File: src/rtl/vga_sync_decoder.sv
// rtl/vga_sync_decoder.sv - VGA sync receiver: measures line/frame periods, locks, recovers pixel coordinates
module vga_sync_decoder #(
    parameter int H_TOTAL    = 800,
    parameter int H_SYNC     = 96,
    parameter int H_BACK     = 48,
    parameter int H_ACTIVE   = 640,
    parameter int V_TOTAL    = 521,
    parameter int V_SYNC     = 2,
    parameter int V_BACK     = 29,
    parameter int V_ACTIVE   = 480,
    parameter int LOCK_LINES = 4
) (
    input  logic        clk_25,
    input  logic        reset,
    input  logic        h_sync,
    input  logic        v_sync,
    output logic [9:0]  pixel_x,
    output logic [9:0]  pixel_y,
    output logic        active,
    output logic        locked,
    output logic [10:0] line_len,
    output logic        frame_start,
    output logic        sync_err
);

    localparam int          HM_W        = $clog2(LOCK_LINES + 1);
    localparam logic [10:0] H_PERIOD    = 11'(H_TOTAL);
    localparam logic [10:0] V_PERIOD    = 11'(V_TOTAL);
    localparam logic [10:0] H_FIRST     = 11'(H_SYNC + H_BACK);
    localparam logic [10:0] H_LAST      = 11'(H_SYNC + H_BACK + H_ACTIVE - 1);
    localparam logic [10:0] V_FIRST     = 11'(V_SYNC + V_BACK);
    localparam logic [10:0] V_LAST      = 11'(V_SYNC + V_BACK + V_ACTIVE - 1);
    localparam logic [HM_W-1:0] H_MATCH_MAX = HM_W'(LOCK_LINES);
    localparam logic [HM_W-1:0] H_MATCH_PRE = HM_W'(LOCK_LINES - 1);

    logic            h_sync_q, h_sync_qq, v_sync_q, v_sync_qq;
    logic [10:0]     h_cnt;
    logic [9:0]      v_cnt;
    logic [HM_W-1:0] h_match;
    logic [1:0]      v_match;
    logic            h_locked, v_locked, v_pend, frame_evt;

    logic        h_fall, v_fall, new_frame;
    logic        h_good, h_bad, v_good, v_bad;
    logic        h_win, v_win, show;
    logic [10:0] line_period, frame_len, v_cnt_w;

    always_comb begin
        h_fall      = h_sync_qq & ~h_sync_q;
        v_fall      = v_sync_qq & ~v_sync_q;
        new_frame   = h_fall & (v_pend | v_fall);
        line_period = h_cnt + 11'd1;
        v_cnt_w     = {1'b0, v_cnt};
        frame_len   = v_cnt_w + 11'd1;
        h_good      = h_fall & (line_period == H_PERIOD);
        // Saturation is flagged on the step into 2047 so it pulses only once.
        h_bad       = (h_fall & (line_period != H_PERIOD)) | (~h_fall & (h_cnt == 11'd2046));
        v_good      = new_frame & (frame_len == V_PERIOD);
        v_bad       = (new_frame & (frame_len != V_PERIOD))
                    | (h_fall & ~new_frame & (v_cnt == 10'd1022));
        h_win       = (h_cnt >= H_FIRST) && (h_cnt <= H_LAST);
        v_win       = (v_cnt_w >= V_FIRST) && (v_cnt_w <= V_LAST);
        locked      = h_locked & v_locked;
        show        = locked & h_win & v_win;
    end

    always_ff @(posedge clk_25) begin
        if (reset) begin
            h_sync_q    <= 1'b1;
            h_sync_qq   <= 1'b1;
            v_sync_q    <= 1'b1;
            v_sync_qq   <= 1'b1;
            h_cnt       <= '0;
            v_cnt       <= '0;
            h_match     <= '0;
            v_match     <= '0;
            h_locked    <= 1'b0;
            v_locked    <= 1'b0;
            v_pend      <= 1'b0;
            frame_evt   <= 1'b0;
            line_len    <= '0;
            sync_err    <= 1'b0;
            frame_start <= 1'b0;
            active      <= 1'b0;
            pixel_x     <= '0;
            pixel_y     <= '0;
        end else begin
            h_sync_q  <= h_sync;
            h_sync_qq <= h_sync_q;
            v_sync_q  <= v_sync;
            v_sync_qq <= v_sync_q;

            if (h_fall) begin
                h_cnt    <= '0;
                line_len <= line_period;
            end else if (h_cnt != 11'd2047) begin
                h_cnt <= h_cnt + 11'd1;
            end

            if (h_bad) begin
                h_match  <= '0;
                h_locked <= 1'b0;
            end else if (h_good) begin
                if (h_match != H_MATCH_MAX)
                    h_match <= h_match + 1'b1;
                if (h_match >= H_MATCH_PRE)
                    h_locked <= 1'b1;
            end

            // A v fall coincident with an h fall is consumed by that line.
            if (new_frame)
                v_pend <= 1'b0;
            else if (v_fall)
                v_pend <= 1'b1;

            if (new_frame)
                v_cnt <= '0;
            else if (h_fall && v_cnt != 10'd1023)
                v_cnt <= v_cnt + 10'd1;

            if (v_bad) begin
                v_match  <= '0;
                v_locked <= 1'b0;
            end else if (v_good) begin
                if (v_match != 2'd2)
                    v_match <= v_match + 2'd1;
                if (v_match != 2'd0)
                    v_locked <= 1'b1;
            end

            sync_err    <= (h_bad & h_locked) | (v_bad & v_locked);
            frame_evt   <= new_frame;
            frame_start <= frame_evt;
            active      <= show;
            pixel_x     <= show ? 10'(h_cnt - H_FIRST) : 10'd0;
            pixel_y     <= show ? 10'(v_cnt_w - V_FIRST) : 10'd0;
        end
    end

endmodule

File: config.mk
export PLATFORM = sky130hd
export DESIGN_NAME = vga_sync_decoder
export DESIGN_NICKNAME = d
export VERILOG_FILES = /design/src/rtl/vga_sync_decoder.sv
export SDC_FILE = /design/constraint.sdc
export NUM_CORES = 1
export LEC_CHECK = 0
export CELL_PAD_IN_SITES_DETAIL_PLACEMENT = 0
export CELL_PAD_IN_SITES_GLOBAL_PLACEMENT = 2
export CORE_UTILIZATION = 36
export DETAILED_ROUTE_END_ITERATION = 12
export MAX_ROUTING_LAYER = met4
export PLACE_DENSITY = 0.85
export SLEW_MARGIN = 25
export SYNTH_ARGS = -nofsm -noshare
export SYNTH_HDL_FRONTEND = slang
export SYNTH_SLANG_ARGS = --single-unit
File: constraint.sdc
create_clock -name clk_25 -period 6.8 [get_ports clk_25]
set_clock_uncertainty 0.1 [all_clocks]
set_input_delay 2.04 -clock clk_25 [delete_from_list [all_inputs] [get_ports clk_25]]
set_output_delay 2.04 -clock clk_25 [all_outputs]
set_load 0.02 [all_outputs]
==> impl_metrics.env, run 1 <==
export IMPL_status="finished, final reports clean"
export IMPL_finalSetupViolations=0
export IMPL_clock_sinks=68
export IMPL_worst_slew_pin_slew_ps=1000
export IMPL_numCtsBuffers=9
export IMPL_peakVddDrop_mv=0.115
export IMPL_max_freq_ghz=0.256
export IMPL_syn_area_um2=3210
export IMPL_yosysSeqAreaShare_pct=42.4
export IMPL_clk_pin_slew_ps=80
export IMPL_dieHeight_um=96.4
export IMPL_setup_slack_ps=2900
export IMPL_synth_common_cells="dfxtp_1, nor2_1, nand2_1, a21oi_1"
export IMPL_cts_root_buffer="clkbuf_8"
export IMPL_cp_max_fo=27
export IMPL_grt_pass1_vias=2431
export IMPL_drtAntennaViolNets=0
export IMPL_start_util_pct=37.0
export IMPL_die_width_um=96.4
export IMPL_leakage_nw=1.36
export IMPL_critPathKind="primary input to register"
export IMPL_nFillCells=900
export IMPL_portBuffers=38
export IMPL_syn_to_final_growth_pct=18.8
export IMPL_seqCellArea_um2=1360
export IMPL_drt_iter0_markers=85
export IMPL_fin_util_pct=44.0
export IMPL_nNetsFinal=414
export IMPL_antenna_found_initial=0
export IMPL_vias=2637
export IMPL_cp_end_kind="register"
export IMPL_grt_pass1_wl_mm=12.1
export IMPL_viasPerCell=5.20
export IMPL_ys_flop_type="dfxtp_1"
export IMPL_num_io_pins=39
export IMPL_coreArea_um2=8680
export IMPL_clock_path_buffers=2
export IMPL_startpoint_type="primary input"
export IMPL_drc=0
export IMPL_yosysWarnings=0
export IMPL_gp_congestion=0.817
export IMPL_syn_mean_instance_area_um2=8.75
export IMPL_grt_usage_pct=17.8
export IMPL_dr_pass1_iters=4
export IMPL_hpwl_mm=5.02
export IMPL_met2_wirelength_mm=3.51
export IMPL_finalHoldViolations=0
export IMPL_place_ws_ps=2490
export IMPL_synth_most_common_cell="dfxtp_1"
export IMPL_route_met3_wl_um=237
export IMPL_ctsHoldBuffers=0
export IMPL_synth_area_leaders="dfxtp_1, ha_1, nor2_1"
export IMPL_wl_per_cell_um=14.4
export IMPL_cts_tree="done"
export IMPL_post_cts_resized=0
export IMPL_synth_top_area_share_pct=42.4
export IMPL_drive_gt1_share_pct=6.77
export IMPL_synth_seq_cells=68
export IMPL_timing_final_crit_share_pct=57.4
export IMPL_grt_start_max_net_pins=28
export IMPL_post_cts_setup_buffers=0
export IMPL_crit_arrival_ps=4070
export IMPL_rsz0062_at_grt="false"
export IMPL_setup_tns_ps=0
export IMPL_overflow=0
export IMPL_cp_required_ps=6970
export IMPL_min_period_ps=3900
export IMPL_insertion_delay_ps=350
export IMPL_synth_cells=367
export IMPL_num_rows=34
export IMPL_synth_edf_count=0
export IMPL_htreeDepth=3
export IMPL_hold_class="register to register"
export IMPL_met1_length_mm=3.43
export IMPL_cap_violations=0
export IMPL_top_layer="met4"
export IMPL_relSlewSlack_pct=32.8
export IMPL_antenna_cells=0
export IMPL_yosys_area_top_type="dfxtp_1"
export IMPL_die_area_um2=9300
export IMPL_async_reset_ff_share_pct=0
export IMPL_slew_viol_final=0
export IMPL_multiInputGateArea_um2=1650
export IMPL_power_density_nw_per_um2=211
export IMPL_syn_nets=387
export IMPL_yosysUniqueCellTypes=49
export IMPL_drt_wl_total_mm=7.30
## state kept, by name (all words and copies together), names as in the netlist, 2 cells and up
name,count
h_cnt,11
v_cnt,10
pixel_x,10
h_match,3
pixel_y,10
line_len,11
v_match,2
## area by class of cell
| type | instances | share of cell area, % |
|---|---|---|
| sequential | 68 | 35.7 |
| clock buffer | 12 | 4.07 |
| inverter | 18 | 1.77 |
| timing repair buffer | 40 | 10.4 |
| tap | 108 | 3.54 |
| clock inverter | 4 | 1.25 |
| multi-input combinational | 257 | 43.3 |
## layout by cell type (no fill, tap or decap), types with 3 or more instances in the layout
cell / instances
or4_1: 3
nor3_1: 11
clkdlybuf4s50_1: 38
nand4_1: 10
and2_1: 6
nor4_1: 3
xor2_1: 9
a21oi_1: 20
or3_1: 6
a211oi_1: 9
nand3_1: 13
o21ai_0: 8
or2_2: 5
and3_1: 3
nor2b_1: 5
a221oi_1: 3
a22oi_1: 3
clkbuf_8: 11
a31oi_1: 3
dfxtp_1: 68
nor2_1: 49
ha_1: 16
xnor2_1: 18
inv_1: 18
nand2_1: 24
nand2b_1: 3
## critical path, stage by stage
cell and delay, ps:
clkdlybuf4s50_1 400, buf_4 220, nor3_1 150, nand2_1 80, a21oi_1 170, nand4_1 710
nor2_1 290
## routing by layer
| metal | GRT usage [%] | vias up |
|---|---|---|
| met2 | 28.1 | 39 |
| li1 | - | 1329 |
| met3 | 4.69 | 10 |
| met5 | - | - |
| met1 | 22.3 | 1259 |
| met4 | 5.64 | 0 |
## path summary, 6_finish.rpt
| path | startpoint | cells after the start | end | slack, ps |
|---|---|---|---|---|
| worst max-delay path | reset | 7 | pixel_y[9] | 2900 |
| worst min-delay path | frame_evt | 1 | frame_start | 340 |
| worst max register to register | h_cnt[0] | 6 | pixel_y[9] | 4120 |
| worst min register to register | frame_evt | 1 | frame_start | 340 |
## power by group
| part | internal, mW | leakage, nW | total [mW] | switching (mW) |
|---|---|---|---|---|
| Sequential | 0.406 | 0.551 | 0.413 | 0.00696 |
| Combinational | 0.0190 | 0.704 | 0.0468 | 0.0278 |
| Clock | 0.188 | 0.102 | 0.345 | 0.157 |
| Total | 0.613 | 1.36 | 0.805 | 0.192 |
## per-stage QoR
| stage | cells | hold WS (ps) | instance area, µm² | power (mW) |
|---|---|---|---|---|
| 3_5_place_dp | 491 | 330 | 3610 | 0.469 |
| 5_1_grt | 507 | 351 | 3810 | 0.840 |
| 4_1_cts | 507 | 349 | 3810 | 0.814 |
| 6_report | 507 | 344 | 3810 | 0.805 |
| 2_1_floorplan | 367 | 314 | 3210 | 0.450 |
| 3_3_place_gp | 491 | 335 | 3610 | 0.468 |
## cell families after synthesis
kind of cell    count (synthesis)  synth area share (%)
simple gates                  147                  23.1
flops                          68                  42.4
compound gates                 66                  14.5
buf+inv                        42                  6.12
xor+xnor                       27                  7.37
fa+ha+maj                      16                  6.24
mux                             1                 0.312
Power figures use the tool's default switching activity.
==> inputs of run 2 (changes only) <==
--- a/config.mk
+++ b/config.mk
@@ -7,10 +7,10 @@
 export LEC_CHECK = 0
 export CELL_PAD_IN_SITES_DETAIL_PLACEMENT = 0
 export CELL_PAD_IN_SITES_GLOBAL_PLACEMENT = 2
-export CORE_UTILIZATION = 36
+export CORE_UTILIZATION = 34
 export DETAILED_ROUTE_END_ITERATION = 12
 export MAX_ROUTING_LAYER = met4
-export PLACE_DENSITY = 0.85
+export PLACE_DENSITY = 0.81
 export SLEW_MARGIN = 25
 export SYNTH_ARGS = -nofsm -noshare
 export SYNTH_HDL_FRONTEND = slang
==> constraint.sdc (replaced) <==
create_clock -name clk_25 -period 4 [get_ports clk_25]
set_clock_uncertainty 0.1 [all_clocks]
set_input_delay 1.2 -clock clk_25 [delete_from_list [all_inputs] [get_ports clk_25]]
set_output_delay 1.2 -clock clk_25 [all_outputs]
set_load 0.02 [all_outputs]
==> run 2 against run 1 <==
Count of clock-buffer cells in the layout is the same. Hold slack gained 5.3 ps. First-iteration DRC count up 31%. Via count shrank 2.2%. Total power increased by 60%. Combinational power up 70%. Critical endpoint is now locked.
==> impl_metrics.env, run 2 (synthesized netlist as in run 1, its figures left out) <==
export IMPL_crit_family="buffers and inverters"
export IMPL_grt_pass1_vias=2513
export IMPL_grt_usage_pct=16.8
export IMPL_post_cts_setup_buffers=0
export IMPL_die_width_um=99.2
export IMPL_place_ws_ps=940
export IMPL_critPathKind="register to output pin"
export IMPL_path_buf_inv=1
export IMPL_top_layer="met4"
export IMPL_wl_per_cell_um=14.6
export IMPL_cts_tree="done"
export IMPL_timing_final_crit_share_pct=70.1
export IMPL_num_io_pins=39
export IMPL_numCtsBuffers=9
export IMPL_nFillCells=933
export IMPL_viasPerCell=5.07
export IMPL_nNetsFinal=415
export IMPL_finalPower_mw=1.29
export IMPL_cp_required_ps=2700
export IMPL_crit_arrival_ps=1510
export IMPL_drt_iter0_markers=111
export IMPL_htreeDepth=3
export IMPL_startpoint_type="register"
export IMPL_final_cell_mix="dfxtp_1, nor2_1, clkdlybuf4s50_1"
export IMPL_setup_slack_ps=1190
export IMPL_cp_end_kind="output pin"
export IMPL_drt_wl_total_mm=7.44
export IMPL_setup_tns_ps=0
export IMPL_drc=0
export IMPL_max_freq_ghz=0.356
export IMPL_cp_max_fo=4
export IMPL_met2_wirelength_mm=3.74
export IMPL_min_period_ps=2810
export IMPL_worst_slew_pin_slew_ps=957
export IMPL_drive_gt1_share_pct=6.78
export IMPL_dr_pass1_iters=4
export IMPL_clock_sinks=68
export IMPL_ctsHoldBuffers=0
export IMPL_overflow=0
export IMPL_cts_root_buffer="clkbuf_8"
export IMPL_start_util_pct=34.9
export IMPL_hold_class="register to register"
export IMPL_seqCellArea_um2=1360
export IMPL_grt_pass1_wl_mm=12.4
export IMPL_die_area_um2=9840
export IMPL_portBuffers=38
export IMPL_multiInputGateArea_um2=1650
export IMPL_power_density_nw_per_um2=339
export IMPL_leakage_nw=1.35
export IMPL_largest_registers="h_cnt (11), line_len (11)"
export IMPL_hpwl_mm=5.35
export IMPL_slew_viol_final=0
export IMPL_route_met3_wl_um=191
export IMPL_gp_congestion=0.782
export IMPL_drtAntennaViolNets=0
export IMPL_finalSetupViolations=0
export IMPL_placedCellCount=495
export IMPL_vias=2579
export IMPL_clock_path_buffers=2
export IMPL_syn_to_final_growth_pct=18.3
export IMPL_insertion_delay_ps=340
export IMPL_antenna_found_initial=0
export IMPL_cp_cell_sequence="and2_1 -> clkdlybuf4s50_1"
export IMPL_ff2ff_setup_slack_ps=1340
export IMPL_coreArea_um2=9200
export IMPL_status="finished, final reports clean"
export IMPL_relSlewSlack_pct=35.6
export IMPL_finalHoldViolations=0
export IMPL_rsz0062_at_grt="false"
export IMPL_stdcell_count=509
export IMPL_cap_violations=0
export IMPL_post_cts_resized=0
export IMPL_clk_pin_slew_ps=70
export IMPL_met1_length_mm=3.46
export IMPL_grt_start_max_net_pins=27
export IMPL_antenna_cells=0
export IMPL_num_rows=35
export IMPL_dieHeight_um=99.2
export IMPL_layout_commonest_cell="dfxtp_1"
export IMPL_peakVddDrop_mv=0.142
export IMPL_slowest_delay_ps=610
export IMPL_crit_slowest_cell="clkdlybuf4s50_1"
==> run 2: changes by cell type in the layout (fill, tap and decap cells not counted), sizes merged <==
cell | previous run | this run
buf | 2 | 3
bufinv | 1 | 0
clkinvlp | 1 | 0
==> run 2: power breakdown <==
part / switching [mW] / internal [mW]
registers: 0.0117 / 0.690
logic: 0.0476 / 0.0322
clock network: 0.240 / 0.267
==> run 2: worst paths after layout <==
path,startpoint,endpoint,depth (start not counted)
max,h_locked,locked,2
min,frame_evt,frame_start,1
min reg2reg,frame_evt,frame_start,1
max reg2reg,v_cnt[0],v_match[1],6
==> run 2: per-stage QoR <==
stage                     hold WS (ps)  utilization [%]  area (µm²)
final                              350             41.3        3800
after global routing               357             41.3        3800
after CTS                          353             41.3        3800
after detailed placement           337             39.4        3620
after global placement             331             39.4        3620
after floorplan                    314                -        3210
==> run 2: metal layers <==
layer | vias to the layer above | global-route usage [%]
li1 | 1331 | -
met1 | 1209 | 19.8
met2 | 33 | 28.3
met3 | 6 | 4.22
met4 | 0 | 4.86
met5 | - | -
==> run 2: cell type report <==
type                    count  share of cell area, %
repair buffers             41                   10.6
well taps                 111                   3.66
flip-flops and latches     68                   35.8
multi-input cells         257                   43.5
clock inverters             2                  0.264
inverters                  18                   1.78
clock buffers              12                   4.35
